<file path="config.mk">
export PLATFORM = sky130hd
export DESIGN_NAME = analog_probe_scan
export DESIGN_NICKNAME = d
export VERILOG_FILES = /design/src/rtl/analog_probe_scan.sv
export SDC_FILE = /design/constraint.sdc
export NUM_CORES = 1
export LEC_CHECK = 0
export BUFFER_PORTS_ARGS = -buffer_cell sky130_fd_sc_hd__buf_2
export CORE_MARGIN = 4
export CORE_UTILIZATION = 60
export DETAILED_ROUTE_END_ITERATION = 10
export GPL_TIMING_DRIVEN = 0
export PLACE_DENSITY_LB_ADDON = 0.08
export SLEW_MARGIN = 30
export SYNTH_ARGS = -nofsm -noshare
export SYNTH_HDL_FRONTEND = slang
export SYNTH_SLANG_ARGS = --single-unit
</file>
<file path="constraint.sdc">
create_clock -name clk -period 6.95 [get_ports clk]
set_input_delay 0.695 -clock clk [delete_from_list [all_inputs] [get_ports clk]]
set_output_delay 0.695 -clock clk [all_outputs]
set_load 0.05 [all_outputs]
</file>
<file path="src/rtl/analog_probe_scan.sv">
// Analog probe scanner: walks the enabled channels in ascending order, takes
// 2**AVG_LOG2 samples per channel from a req/ack backend, and reports the
// average, minimum, maximum and an error flag per channel.
module analog_probe_scan #(
  parameter int unsigned NUM_CH   = 4,
  parameter int unsigned DATA_W   = 32,
  parameter int unsigned AVG_LOG2 = 2,
  parameter int unsigned TIMEOUT  = 15,
  localparam int unsigned CH_W    = (NUM_CH > 1) ? $clog2(NUM_CH) : 1
) (
  input  logic              clk,
  input  logic              reset_n,
  input  logic              start,
  input  logic [NUM_CH-1:0] ch_enable,
  input  logic [1:0]        quantity,
  output logic              probe_req,
  output logic [CH_W-1:0]   probe_ch,
  output logic [1:0]        probe_qty,
  input  logic              probe_ack,
  input  logic              probe_ok,
  input  logic [DATA_W-1:0] probe_data,
  output logic              res_valid,
  output logic [CH_W-1:0]   res_ch,
  output logic [DATA_W-1:0] res_avg,
  output logic [DATA_W-1:0] res_min,
  output logic [DATA_W-1:0] res_max,
  output logic              res_err,
  output logic              busy,
  output logic              done
);

  localparam int unsigned ACC_W = DATA_W + AVG_LOG2;
  localparam int unsigned SMP_W = AVG_LOG2 + 1;
  localparam logic [SMP_W-1:0] LastSmp = SMP_W'((1 << AVG_LOG2) - 1);
  localparam logic [7:0]       ToLimit = 8'(TIMEOUT);

  typedef enum logic [2:0] {
    StIdle,
    StSelect,
    StReq,
    StWait,
    StReport,
    StFinish
  } state_e;

  state_e state_q, state_d;

  logic [NUM_CH-1:0]        remain_q, remain_d;
  logic [1:0]               qty_q, qty_d;
  logic [CH_W-1:0]          ch_q, ch_d;
  logic [7:0]               to_cnt_q, to_cnt_d;
  logic [SMP_W-1:0]         smp_cnt_q, smp_cnt_d;
  logic signed [ACC_W-1:0]  acc_q, acc_d;
  logic signed [DATA_W-1:0] min_q, min_d;
  logic signed [DATA_W-1:0] max_q, max_d;
  logic                     any_valid_q, any_valid_d;
  logic                     err_q, err_d;
  logic                     res_valid_q, res_valid_d;
  logic [CH_W-1:0]          res_ch_q, res_ch_d;
  logic [DATA_W-1:0]        res_avg_q, res_avg_d;
  logic [DATA_W-1:0]        res_min_q, res_min_d;
  logic [DATA_W-1:0]        res_max_q, res_max_d;
  logic                     res_err_q, res_err_d;

  logic                     start_ok;
  logic                     to_hit;
  logic                     last_smp;
  logic [CH_W-1:0]          pick_ch;
  logic signed [DATA_W-1:0] sample;
  logic signed [ACC_W-1:0]  sample_ext;

  // A start with an illegal quantity or an empty mask only produces a done pulse.
  assign start_ok   = start && (quantity != 2'd3) && (|ch_enable);
  // Counts the current cycle too, so probe_req is high for exactly TIMEOUT cycles.
  assign to_hit     = !probe_ack && ((to_cnt_q + 8'd1) == ToLimit);
  assign last_smp   = (smp_cnt_q == LastSmp);
  assign sample     = probe_data;
  assign sample_ext = ACC_W'(sample);

  // Lowest-index channel still waiting to be scanned.
  always_comb begin
    logic found;
    found   = 1'b0;
    pick_ch = '0;
    for (int unsigned i = 0; i < NUM_CH; i++) begin
      if (!found && remain_q[i]) begin
        pick_ch = CH_W'(i);
        found   = 1'b1;
      end
    end
  end

  // State register.
  always_ff @(posedge clk or negedge reset_n) begin
    if (!reset_n) begin
      state_q <= StIdle;
    end else begin
      state_q <= state_d;
    end
  end

  // Next-state logic.
  always_comb begin
    state_d = state_q;
    unique case (state_q)
      StIdle: begin
        if (start) begin
          state_d = start_ok ? StSelect : StFinish;
        end
      end
      StSelect: begin
        state_d = (|remain_q) ? StReq : StFinish;
      end
      StReq, StWait: begin
        if (probe_ack) begin
          // Non-final samples go back through SELECT, giving the one-cycle request gap.
          state_d = last_smp ? StReport : StSelect;
        end else if (to_hit) begin
          state_d = StReport;
        end else begin
          state_d = StWait;
        end
      end
      StReport: state_d = StSelect;
      StFinish: state_d = StIdle;
      default:  state_d = StIdle;
    endcase
  end

  // Control outputs decoded from the current state.
  always_comb begin
    probe_req = (state_q == StReq) || (state_q == StWait);
    busy      = (state_q != StIdle);
    done      = (state_q == StFinish);
    probe_ch  = ch_q;
    probe_qty = qty_q;
    res_valid = res_valid_q;
    res_ch    = res_ch_q;
    res_avg   = res_avg_q;
    res_min   = res_min_q;
    res_max   = res_max_q;
    res_err   = res_err_q;
  end

  // Datapath next-state: channel bookkeeping, sample accumulation and results.
  always_comb begin
    remain_d    = remain_q;
    qty_d       = qty_q;
    ch_d        = ch_q;
    to_cnt_d    = to_cnt_q;
    smp_cnt_d   = smp_cnt_q;
    acc_d       = acc_q;
    min_d       = min_q;
    max_d       = max_q;
    any_valid_d = any_valid_q;
    err_d       = err_q;
    res_valid_d = 1'b0;
    res_ch_d    = res_ch_q;
    res_avg_d   = res_avg_q;
    res_min_d   = res_min_q;
    res_max_d   = res_max_q;
    res_err_d   = res_err_q;

    unique case (state_q)
      StIdle: begin
        if (start_ok) begin
          remain_d = ch_enable;
          qty_d    = quantity;
        end
      end
      StSelect: begin
        if (|remain_q) begin
          ch_d     = pick_ch;
          to_cnt_d = '0;
        end
      end
      StReq, StWait: begin
        if (probe_ack) begin
          smp_cnt_d = smp_cnt_q + 1'b1;
          to_cnt_d  = '0;
          if (probe_ok) begin
            acc_d       = acc_q + sample_ext;
            any_valid_d = 1'b1;
            if (!any_valid_q || (sample < min_q)) begin
              min_d = sample;
            end
            if (!any_valid_q || (sample > max_q)) begin
              max_d = sample;
            end
          end else begin
            // Invalid samples still count towards the sample total.
            err_d = 1'b1;
          end
        end else begin
          to_cnt_d = to_cnt_q + 8'd1;
          if (to_hit) begin
            err_d = 1'b1;
          end
        end
      end
      StReport: begin
        res_valid_d = 1'b1;
        res_ch_d    = ch_q;
        res_err_d   = err_q || !any_valid_q;
        if (any_valid_q) begin
          // Arithmetic shift floors toward -inf.
          res_avg_d = DATA_W'(acc_q >>> AVG_LOG2);
          res_min_d = min_q;
          res_max_d = max_q;
        end else begin
          res_avg_d = '0;
          res_min_d = '0;
          res_max_d = '0;
        end
        for (int unsigned i = 0; i < NUM_CH; i++) begin
          if (ch_q == CH_W'(i)) begin
            remain_d[i] = 1'b0;
          end
        end
        smp_cnt_d   = '0;
        to_cnt_d    = '0;
        acc_d       = '0;
        min_d       = '0;
        max_d       = '0;
        any_valid_d = 1'b0;
        err_d       = 1'b0;
      end
      StFinish: ;
      default: ;
    endcase
  end

  // Datapath registers.
  always_ff @(posedge clk or negedge reset_n) begin
    if (!reset_n) begin
      remain_q    <= '0;
      qty_q       <= '0;
      ch_q        <= '0;
      to_cnt_q    <= '0;
      smp_cnt_q   <= '0;
      acc_q       <= '0;
      min_q       <= '0;
      max_q       <= '0;
      any_valid_q <= 1'b0;
      err_q       <= 1'b0;
      res_valid_q <= 1'b0;
      res_ch_q    <= '0;
      res_avg_q   <= '0;
      res_min_q   <= '0;
      res_max_q   <= '0;
      res_err_q   <= 1'b0;
    end else begin
      remain_q    <= remain_d;
      qty_q       <= qty_d;
      ch_q        <= ch_d;
      to_cnt_q    <= to_cnt_d;
      smp_cnt_q   <= smp_cnt_d;
      acc_q       <= acc_d;
      min_q       <= min_d;
      max_q       <= max_d;
      any_valid_q <= any_valid_d;
      err_q       <= err_d;
      res_valid_q <= res_valid_d;
      res_ch_q    <= res_ch_d;
      res_avg_q   <= res_avg_d;
      res_min_q   <= res_min_d;
      res_max_q   <= res_max_d;
      res_err_q   <= res_err_d;
    end
  end

endmodule

</file>
Word level (Yosys, flattened, before mapping). Index checks and enable logic that the tools add are counted. Widths: inputs -> output; s select.

Output and inout bits: 107. Bits in registers: 222. Input port bits: 43.

Equal/unequal tests: 24. $add $sub $neg: 3. Reductions and logical operators: 36. Order comparisons: 2. Muxes and demuxes: 46.

Operators by type and width (number): $mux 32 (9); $pmux 32 s2 (2); $mux 34 (2); $pmux 34 s2 (1); $add 34x32->34 (1); $gt 32x32->1 (1); $lt 32x32->1 (1); $ne 2x2->1 const B (12); $pmux 8 s3 (1); $mux 3 (7); $reduce_and 3->1 (6); $mux 8 (2); $mux 1 (14); $pmux 3 s4 (1); $eq 3x2->1 const B (3); $add 8x1->8 const B (1); $eq 8x4->1 const B (1); $pmux 4 s2 (1); $reduce_and 2->1 (4); $reduce_and 4->1 (2); $reduce_or 4->1 (2); $eq 3x3->1 const B (2); $logic_and 1x1->1 (6); $ne 3x3->1 const B (2); other kinds (15) (27).

Depth between registers and ports, before layout.
Depth in word-level cells: 10. Gate-level depth with buffers: 12. Depth with buffers taken out: 11.

Worst setup path before layout. Ideal clock, no wire load.

Path type: input port to flip-flop. From: input probe_data[4]. To: register acc_q[31]. Arrival: 2.794 ns. Slack: 4.035 ns. Required time: 6.828 ns. Stages: 10. Setup time: 0.122 ns. Path buffers: 0. Cell sequence: ha_1 a2111oi_2 o21ai_1 nand2_1 o21ai_2 a31oi_4 a21oi_2 a21o_1 a211o_1 a32o_1.

Longest elaborated chain between the ends: 4.

Ends and longest elaborated chain: start, declared (line 21) `input logic [DATA_W-1:0] probe_data,`; $add 34x32->34 (line 182) `acc_d = acc_q + sample_ext;`; $mux 34 (line 181) `if (probe_ok) begin`; $mux 34 (line 178) `if (probe_ack) begin`; $pmux 34 s2 (line 164) `unique case (state_q)`; end signal, assigned (line 241) `acc_q <= '0;`; end signal, assigned (line 258) `acc_q <= acc_d;`; end, declared (line 53) `logic signed [ACC_W-1:0] acc_q, acc_d;`.

No other way between the ends. The select of a mux whose other input is x is not followed. A chain may end at the register's enable or synchronous reset.

Worst setup path in the final report.
From: register state_q[2]. To: register max_q[31].

Longest elaborated chain between the ends: 4. Elaborated cells on any way between the ends: 10.

Ends and longest elaborated chain: start, declared (line 46) `state_e state_q, state_d;`; start signal, assigned (line 96) `state_q <= StIdle;`; start signal, assigned (line 98) `state_q <= state_d;`; $eq 3x2->1 (line 164); $reduce_or 2->1 (line 164); $ne 2x2->1 (no line) or $reduce_bool 2->1 (tied branches); $reduce_and 4->1 (no line); end signal, assigned (line 260) `max_q <= max_d;`; end, declared (line 55) `logic signed [DATA_W-1:0] max_q, max_d;`.

Several ways; a longest one is shown, not always the timed one.

==> flow_summary.ini <==
[status]
outcome = complete, no violations

[final_layout]
diodes = 0
drive_gt1_share_pct = 13.3
fin_cells = 1849
nets = 1706
syn2layout_area_growth_pct = 15.8

[worst_setup_path]
crit_fanout = 10
crit_path_cell_trace = clkbuf_1, nor2b_1, and3_1, clkbuf_1, nor2_1, nor2_1, a41oi_2, buf_2, mux2i_1
slowest_delay_ns = 0.62
cp.arrival_ns = 3.46
crit_buf_inv = 3
crit_type = reg2reg
crit_path_end_kind = flip-flop
startpoint_type = flip-flop
cp.required_ns = 7.39
cp_top_family = simple AND/OR/NAND/NOR gates
crit_path_top_delay_cell = nor2_1

[placed_design]
gp_congestion = 0.917
dp_cells = 1806
port_buffers = 148
post-place-ws_ns = 3.38
place_hpwl_um = 24700

[synthesis]
yosys_warnings = 0
yosysMostFrequentCell = nand2_1
syn_area_per_cell_sq_um = 8.88
synth.top_cells.by_count = nand2_1 (336), dfrtp_1 (222), nand3_1 (144)
netlist_instances = 1386
syn_area_sq_um = 12300
ys_seq_area_share_pct = 45.1
synth_top_cell_area_share_pct = 45.1
synth_edf_count = 0
synthArstFlopShare_pct = 100
yosys-top-cells-area = dfrtp_1 (45%), nand2_1 (10%), ha_1 (10%), nand3_1 (5.9%), o21ai_0 (3.4%)
synth_top_area_cell = dfrtp_1
ys_types = 61
synth_nets = 1530
ys_ff_latch = 222
synth-main-ff-cell = dfrtp_1

[die]
dieHeight_um = 151
dieWidth_um = 151
dieArea_sq_um = 22900
num_rows = 52
ios = 150
coreArea_sq_um = 20200
start_util_pct = 60.8

[timing]
fin_crit_sh_pct = 43.4
slew_headroom_pct = 46.6
fin_tns_setup_ns = 0
worst_pin_slew_ns = 0.789
period_minus_slack_ns = 3.02
hold_viol = 0
report.final.slew_viol_count = 0
final-setup-viol-count = 0
layout_setup_ws_ns = 3.93
whs_ns = 0.175
fmax_mhz = 331
rsz0062_at_grt = false
fin_skew_ns = 0.0235

[global_route]
grt_use_total_pct = 29.0
antenna_found_initial = 0
globalRouteOverflowTotal = 0
grt_pass1_vias = 10300
grt_max_degree = 85
grt_first_pass_wirelength_um = 52500

[clock_network]
cts_hold_buf = 0
cts_root_buf = clkbuf_16
cts_tree = done
clock_sinks = 222
cts_setup_buffers = 0
cts_max_level = 1
clock_path_buffers = 3
cts-buffers-inserted = 24
clkLatencyLatePin_ns = 0.53
clk_pin_slew_ns = 0.06
cts_resized = 0

[detailed_routing]
avgViaCountPerCell = 5.77
drt_iter0_drc = 609
firstDrtPassIters = 5
routed_wl_um = 33000
detail-route-antenna-nets = 0
wire_per_inst_um = 17.8
vias = 10700
remaining_drc_errors = 0

[power_and_ir_drop]
p_leak_nw = 7.72
ir_drop_mv = 0.334
power.density_nw_per_um2 = 484

[worst_hold_path]
min_path_type = in2async

[run]
maxCapViolCount = 0
worst paths after layout:
path,startpoint,end,slack (ns),cells after the start
min reg2reg,res_max[10],res_max[10],0.46,2
min in group clk,quantity[1],probe_qty[1],0.45,2
max,state_q[2],max_q[31],3.93,9
max in group asynchronous,reset_n,res_avg[10],5.65,3
min,reset_n,res_max[4],0.17,1
max reg2reg,state_q[2],max_q[31],3.93,9
routing by layer:
layer	global-route usage [%]	wire (um)
met1	40.2	14300
met2	48.5	15700
met3	3.95	2190
met4	6.98	714
met5	0	0
where the power goes:
group | total, mW | internal, mW | switching [mW]
Sequential | 2.17 | 1.81 | 0.353
Clock | 1.28 | 0.770 | 0.506
Combinational | 3.45 | 1.10 | 2.36
Total | 6.90 | 3.68 | 3.22
cell families after synthesis:
group           synth area share [%]
simple gates                    20.6
flops                           45.1
mux                             2.96
xor+xnor                        2.42
compound gates                  13.6
buf+inv                         4.87
fa+ha+maj                       10.3
stage by stage:
step | total power [mW] | area (sq um) | util, %
floorplan | 4.72 | 12300 | -
global placement | 5.50 | 13400 | 66.1
detailed placement | 5.60 | 13400 | 66.5
CTS | 6.91 | 14200 | 70.4
global route | 7.41 | 14200 | 70.4
finish | 6.90 | 14200 | 70.4
sequential cells by signal (all words and copies together) (netlist names), 4 cells and up:
| name | cells |
|---|---|
| max_q | 32 |
| res_min | 32 |
| res_avg | 32 |
| res_max | 32 |
| to_cnt_q | 8 |
| min_q | 32 |
| remain_q | 4 |
| acc_q | 34 |
final cells by class:
class                   count  area, sq um
clock buffers              41          756
inverters                  87          327
well taps                 270          338
clock inverters             2         35.0
multi-input cells        1007         6160
flip-flops and latches    222         5560
repair buffers            150          806
plain buffers              70          273
fillers                  1648         5990
cells in the final DEF, fill, tap and decap left out, drive strengths merged, types with 4 or more instances in the layout:
cell type  netlist  final
nand2          336    336
a211oi           6      6
and2             6      6
o21bai           5      5
nand4           19     19
a21o            29     29
inv             87     87
dfrtp          222    222
clkbuf          55     96
nor3             8      8
o21a             6      6
and3             6      6
buf             15    165
o2111ai         33     33
xor2            15     15
o31ai            4      4
mux2i           33     33
nor4             5      5
o211ai           6      6
a31oi            4      4
a21oi           49     49
o21ai           85     85
ha             100    100
nand3          144    144
xnor2           19     19
nor2            35     35
nand2b           7      7
nor2b           12     12
worst register-to-register path: stages (launching register included):
cell and delay (ns):
dfrtp_1 0.32, clkbuf_1 0.31, nor2b_1 0.10, and3_1 0.19, clkbuf_1 0.24, nor2_1 0.62, nor2_1 0.16, a41oi_2 0.37
buf_2 0.38, mux2i_1 0.25
No activity file was read; power rests on OpenSTA's default activity.
